File: src/rtl/aes_pkg.sv
// Shared AES types plus GF(2^8) helpers that build the forward and inverse S-box
// functions from the field inverse and the affine transform.
package aes_pkg;
    localparam int unsigned AES_BLOCK_W = 128;
    localparam int unsigned AES_BYTES   = 16;

    typedef logic [7:0] aes_byte_t;

    typedef enum logic [1:0] {IDLE, BUSY, DONE} sb_state_e;

    function automatic aes_byte_t gf_mul(input aes_byte_t a, input aes_byte_t b);
        aes_byte_t p;
        aes_byte_t s;
        p = 8'h00;
        s = a;
        for (int i = 0; i < 8; i++) begin
            if (b[i]) p = p ^ s;
            s = {s[6:0], 1'b0} ^ (s[7] ? 8'h1b : 8'h00);
        end
        return p;
    endfunction

    // a^254 is the multiplicative inverse and conveniently maps 0 to 0
    function automatic aes_byte_t gf_inv(input aes_byte_t a);
        aes_byte_t sq;
        aes_byte_t r;
        sq = a;
        r  = 8'h01;
        for (int i = 1; i < 8; i++) begin
            sq = gf_mul(sq, sq);
            r  = gf_mul(r, sq);
        end
        return r;
    endfunction

    function automatic aes_byte_t sbox_fwd(input aes_byte_t a);
        aes_byte_t b;
        b = gf_inv(a);
        return b ^ {b[6:0], b[7]} ^ {b[5:0], b[7:6]} ^ {b[4:0], b[7:5]} ^ {b[3:0], b[7:4]}
               ^ 8'h63;
    endfunction

    function automatic aes_byte_t sbox_inv(input aes_byte_t s);
        aes_byte_t b;
        b = {s[6:0], s[7]} ^ {s[4:0], s[7:5]} ^ {s[1:0], s[7:2]} ^ 8'h05;
        return gf_inv(b);
    endfunction
endpackage

File: src/rtl/inv_sbox.sv
// Inverse AES S-box lane, same port shape as sbox; only present with AES_INV_SBOX_EN.
`ifdef AES_INV_SBOX_EN
module inv_sbox
    import aes_pkg::*;
(
    input  logic [3:0] x,
    input  logic [3:0] y,
    output aes_byte_t  sbout
);
    assign sbout = sbox_inv({y, x});
endmodule
`endif

File: src/rtl/sbox.sv
// Forward AES S-box lane; x is the low nibble and y the high nibble of the input byte.
module sbox
    import aes_pkg::*;
(
    input  logic [3:0] x,
    input  logic [3:0] y,
    output aes_byte_t  sbout
);
    assign sbout = sbox_fwd({y, x});
endmodule

File: src/rtl/sub_bytes_iter.sv
// Iterative handshaked SubBytes: LANES bytes per clock over one held 128-bit state.
// Define AES_INV_SBOX_EN to add inv_i and per-lane inverse S-boxes.
module sub_bytes_iter
    import aes_pkg::*;
#(
    parameter int unsigned LANES = 4
) (
    input  logic                   clk_i,
    input  logic                   rst_n_i,
    input  logic                   valid_i,
    output logic                   ready_o,
    input  logic [AES_BLOCK_W-1:0] data_i,
`ifdef AES_INV_SBOX_EN
    input  logic                   inv_i,
`endif
    output logic                   valid_o,
    input  logic                   ready_i,
    output logic [AES_BLOCK_W-1:0] data_o
);
    localparam int unsigned BEATS = AES_BYTES / LANES;
    localparam int unsigned CNT_W = (BEATS > 1) ? $clog2(BEATS) : 1;
    localparam logic [CNT_W-1:0] LAST_BEAT = CNT_W'(BEATS - 1);

    if (LANES != 1 && LANES != 2 && LANES != 4 && LANES != 8 && LANES != 16) begin : g_bad_lanes
        $error("sub_bytes_iter: LANES must be 1, 2, 4, 8 or 16");
    end

    sb_state_e                   state_q, state_d;
    logic [CNT_W-1:0]            cnt_q, cnt_d;
    aes_byte_t [AES_BYTES-1:0]   data_q, data_d;
    logic [3:0]                  lane_idx [LANES];
    aes_byte_t                   lane_in  [LANES];
    aes_byte_t                   lane_out [LANES];
`ifdef AES_INV_SBOX_EN
    logic                        inv_q, inv_d;
`endif

    // Byte-select mux: beat b feeds bytes b*LANES .. b*LANES+LANES-1 to the lanes
    always_comb begin
        for (int l = 0; l < LANES; l++) begin
            lane_idx[l] = 4'(32'(cnt_q) * LANES + 32'(l));
            lane_in[l]  = data_q[lane_idx[l]];
        end
    end

    for (genvar l = 0; l < LANES; l++) begin : g_lane
        aes_byte_t fwd_out;
        sbox u_sbox (
            .x     (lane_in[l][3:0]),
            .y     (lane_in[l][7:4]),
            .sbout (fwd_out)
        );
`ifdef AES_INV_SBOX_EN
        aes_byte_t inv_out;
        inv_sbox u_inv_sbox (
            .x     (lane_in[l][3:0]),
            .y     (lane_in[l][7:4]),
            .sbout (inv_out)
        );
        assign lane_out[l] = inv_q ? inv_out : fwd_out;
`else
        assign lane_out[l] = fwd_out;
`endif
    end

    always_ff @(posedge clk_i or negedge rst_n_i) begin
        if (!rst_n_i) begin
            state_q <= IDLE;
            cnt_q   <= '0;
            data_q  <= '0;
`ifdef AES_INV_SBOX_EN
            inv_q   <= 1'b0;
`endif
        end else begin
            state_q <= state_d;
            cnt_q   <= cnt_d;
            data_q  <= data_d;
`ifdef AES_INV_SBOX_EN
            inv_q   <= inv_d;
`endif
        end
    end

    always_comb begin
        state_d = state_q;
        cnt_d   = cnt_q;
        data_d  = data_q;
`ifdef AES_INV_SBOX_EN
        inv_d   = inv_q;
`endif
        unique case (state_q)
            IDLE: begin
                if (valid_i) begin
                    state_d = BUSY;
                    cnt_d   = '0;
                    data_d  = data_i;
`ifdef AES_INV_SBOX_EN
                    inv_d   = inv_i;
`endif
                end
            end
            BUSY: begin
                for (int l = 0; l < LANES; l++) begin
                    data_d[lane_idx[l]] = lane_out[l];
                end
                if (cnt_q == LAST_BEAT) state_d = DONE;
                else                    cnt_d   = cnt_q + 1'b1;
            end
            DONE: begin
                if (ready_i) state_d = IDLE;
            end
            default: state_d = IDLE;
        endcase
    end

    always_comb begin
        ready_o = (state_q == IDLE);
        valid_o = (state_q == DONE);
        data_o  = data_q;
    end
endmodule

File: config.mk
export PLATFORM = sky130hd
export DESIGN_NAME = sub_bytes_iter
export DESIGN_NICKNAME = d
export VERILOG_FILES = /design/src/rtl/aes_pkg.sv /design/src/rtl/inv_sbox.sv /design/src/rtl/sbox.sv /design/src/rtl/sub_bytes_iter.sv
export SDC_FILE = /design/constraint.sdc
export NUM_CORES = 2
export LEC_CHECK = 0
export CAP_MARGIN = 10
export CORE_ASPECT_RATIO = 1.2
export CORE_MARGIN = 5
export CORE_UTILIZATION = 45
export DETAILED_ROUTE_END_ITERATION = 10
export HOLD_SLACK_MARGIN = 0.1
export PLACE_DENSITY_LB_ADDON = 0.15
export SYNTH_ARGS = -nofsm -noshare
export SYNTH_HDL_FRONTEND = slang
export SYNTH_SLANG_ARGS = --single-unit
File: constraint.sdc
create_clock -name clk_i -period 25.3 [get_ports clk_i]
set_clock_uncertainty 0.1 [all_clocks]
set_input_delay 5.06 -clock clk_i [delete_from_list [all_inputs] [get_ports clk_i]]
set_output_delay 5.06 -clock clk_i [all_outputs]
set_load 0.02 [all_outputs]
==> results_dict.tcl <==
set metrics [dict create \
    cts_made_buffers 17 \
    fin_crit_sh_pct 85.9 \
    tns_ns 0 \
    synth-edff-count 0 \
    vias 66900 \
    antenna_found_initial 7 \
    cts_tree "done" \
    dieWidth_um 359 \
    drc 0 \
    drt_iter0_markers 6892 \
    synth_nets 9084 \
    drt_first_pass_iters 6 \
    setup.worst_path.start_class "flop" \
    holdPathEnd "data_o[80]" \
    critPathKind "reg2reg" \
    synthAdderAreaFrac_pct 0.608 \
    synth_compound_area_share_pct 20.9 \
    ys_types 120 \
    ys_seq_area_share_pct 5.01 \
    cpMostUsedCell "xnor2_1" \
    grt.busiest_layer "met2" \
    fin_nets 9031 \
    crit_path_end_kind "flop" \
    ys_seq_elements 132 \
    grt_pass1_wl_um 368000 \
    gr-usage-met2_pct 49.5 \
    synth.avg_cell_area_um2 7.39 \
    synth_top_family_by_area "XOR/XNOR gates" \
    synth_mux_area_share_pct 5.66 \
    fin_crit_ns 21.73 \
    setup_viol 0 \
    yosys-top-cells-area "xnor2_1 21%, xnor3_1 11%, nor2_1 7.1%, xor2_1 5.9%, nand2_1 5.1%" \
    cts_resized 0 \
    synth-simple-area-share_pct 20.9 \
    postCtsHoldBufs 0 \
    drive_gt1_share_pct 8.11 \
    slew_violations 0 \
    boundaryPins 262 \
    netlist_top_cells_count "1,594 x xnor2_1, 1,254 x nor2_1, 895 x nand2_1" \
    rsz0062_at_grt "false" \
    max_cap_viol_count 0 \
    worst_r2r_path_depth 64 \
    clk_pin_slew_worst_paths_ns 0.07 \
    fin_util_pct 49.4 \
    synth_top_area_share_pct 21.2 \
    grt_max_degree 71 \
    synth_xor_area_share_pct 42.4 \
    r2r-end "data_o[33]" \
    arrival_ns 21.96 \
    synthToLayoutAreaGrowth_pct 8.97 \
    cts_sinks 132 \
    worstPathRequired_ns 25.53 \
    post_cts_buffers 0 \
    portBuffers 261 \
    r2r_start "cnt_q[1]" \
    clock_latency_ns 0.50 \
    use_met1_pct 38.2 \
    synthArstFlopShare_pct 100 \
    place.gp.congestion 0.950 \
    h-tree-depth 4 \
    grt_use_met3_pct 3.26 \
    slowest_stage "xnor2_1" \
    core_area_um2 145000 \
    hold_viol 0 \
    synth_area_um2 65900 \
    crit_fanout 27 \
    via_per_inst 6.18 \
    min_from "data_o[80]" \
    status "complete, no violations" \
    wl_um 236000 \
    ant_nets 0 \
    slowest_delay_ns 0.93 \
    hp-class "reg2reg" \
    cts_buffer_depth 2 \
    initial_core_util_pct 45.3 \
    synth.most_common_cell "xnor2_1" \
    r2r_slack_ns 3.57 \
    wl_per_cell_um 21.8 \
    hold_path_depth 2 \
    ys.warnings.count 0 \
    grt.total_usage_pct 28.8 \
    syn-instance-count 8920 \
    die_area_um2 154000 \
    cts-root-buf "clkbuf_16" \
    synth_flop_cell "dfrtp_1" \
    grt_pass1_vias 62400 \
    die_h_um 429 \
    worst_slew_pin_slew_ns 1.19 \
    rows 153 \
    max_freq_mhz 46.0 \
    overflow 0 \
    post-dp-hpwl_um 175000 \
    yosys.area.top_type "xnor2_1" \
    max_slew_margin_pct 20.5 \
]
-- worst max path at each step --
stage | endpoint | start | slack [ns]
finish | data_o[33] | cnt_q[1] | 3.57
floorplan | data_o[47] | cnt_q[0] | 7.31
detailed placement | data_o[33] | cnt_q[1] | 3.06
global placement | data_o[65] | cnt_q[1] | 3.31
CTS | data_o[33] | cnt_q[1] | 2.99
global route | data_o[33] | cnt_q[1] | 2.03
-- cells in the final DEF, fill, tap and decap left out, types with 124 or more instances in the layout --
cell	n
mux2i_1	217
buf_4	291
xnor2_2	134
nor3_1	251
o22ai_1	124
a21oi_1	441
dfrtp_1	130
a22oi_1	171
nand2_1	895
xnor3_1	310
nor2_1	1248
nand3_1	234
clkdlybuf4s50_1	260
xnor2_1	1535
xor2_1	432
o21ai_0	472
-- flip-flops by register name (all words and copies together) (netlist names) --
signal   flops
state_q      2
data_o     128
cnt_q        2
-- cells by family after synthesis --
group                    Yosys count
flip-flops                       132
adder cells (fa/ha/maj)           32
XOR/XNOR                        2506
AND/OR/NAND/NOR                 3121
multiplexers                     318
buffers and inverters            726
AO/OA/AOI/OAI                   2085
-- layer usage --
layer  vias up  part of all wire (%)
met4         6                   3.0
met2      2898                    48
li1      31400                     -
met1     32100                    42
met5         -                 0.017
met3       412                   7.2
-- through the flow --
step	hold slack, ns	std cells	cell area (µm²)	setup slack, ns
6_report	0.426	10800	71800	3.57
2_1_floorplan	0.456	8920	65900	7.31
3_5_place_dp	0.414	10800	71100	3.06
4_1_cts	0.427	10800	71800	2.99
5_1_grt	0.451	10800	71800	2.03
3_3_place_gp	0.395	10800	71100	3.31
-- worst max-delay path: cells and delay by family (launching register included) --
family	cells	cell delay, ns
simple gates	8	2.70
mux	7	2.33
xor+xnor	20	6.99
compound gates	16	4.79
flops	1	0.59
fa+ha+maj	4	1.69
buf+inv	9	2.32
-- cell type report --
cell class / count / area [µm²]
diodes: 1 / 2.50
repair buffers: 552 / 4800
flip-flops and latches: 132 / 3310
clock inverters: 12 / 226
well taps: 1937 / 2420
clock buffers: 19 / 453
fillers: 14300 / 73500
multi-input cells: 8062 / 60200
inverters: 102 / 383
Power is left out: the tool's default activity adds up to more than one toggle a clock period on the data nets, which glitch-free logic cannot reach.
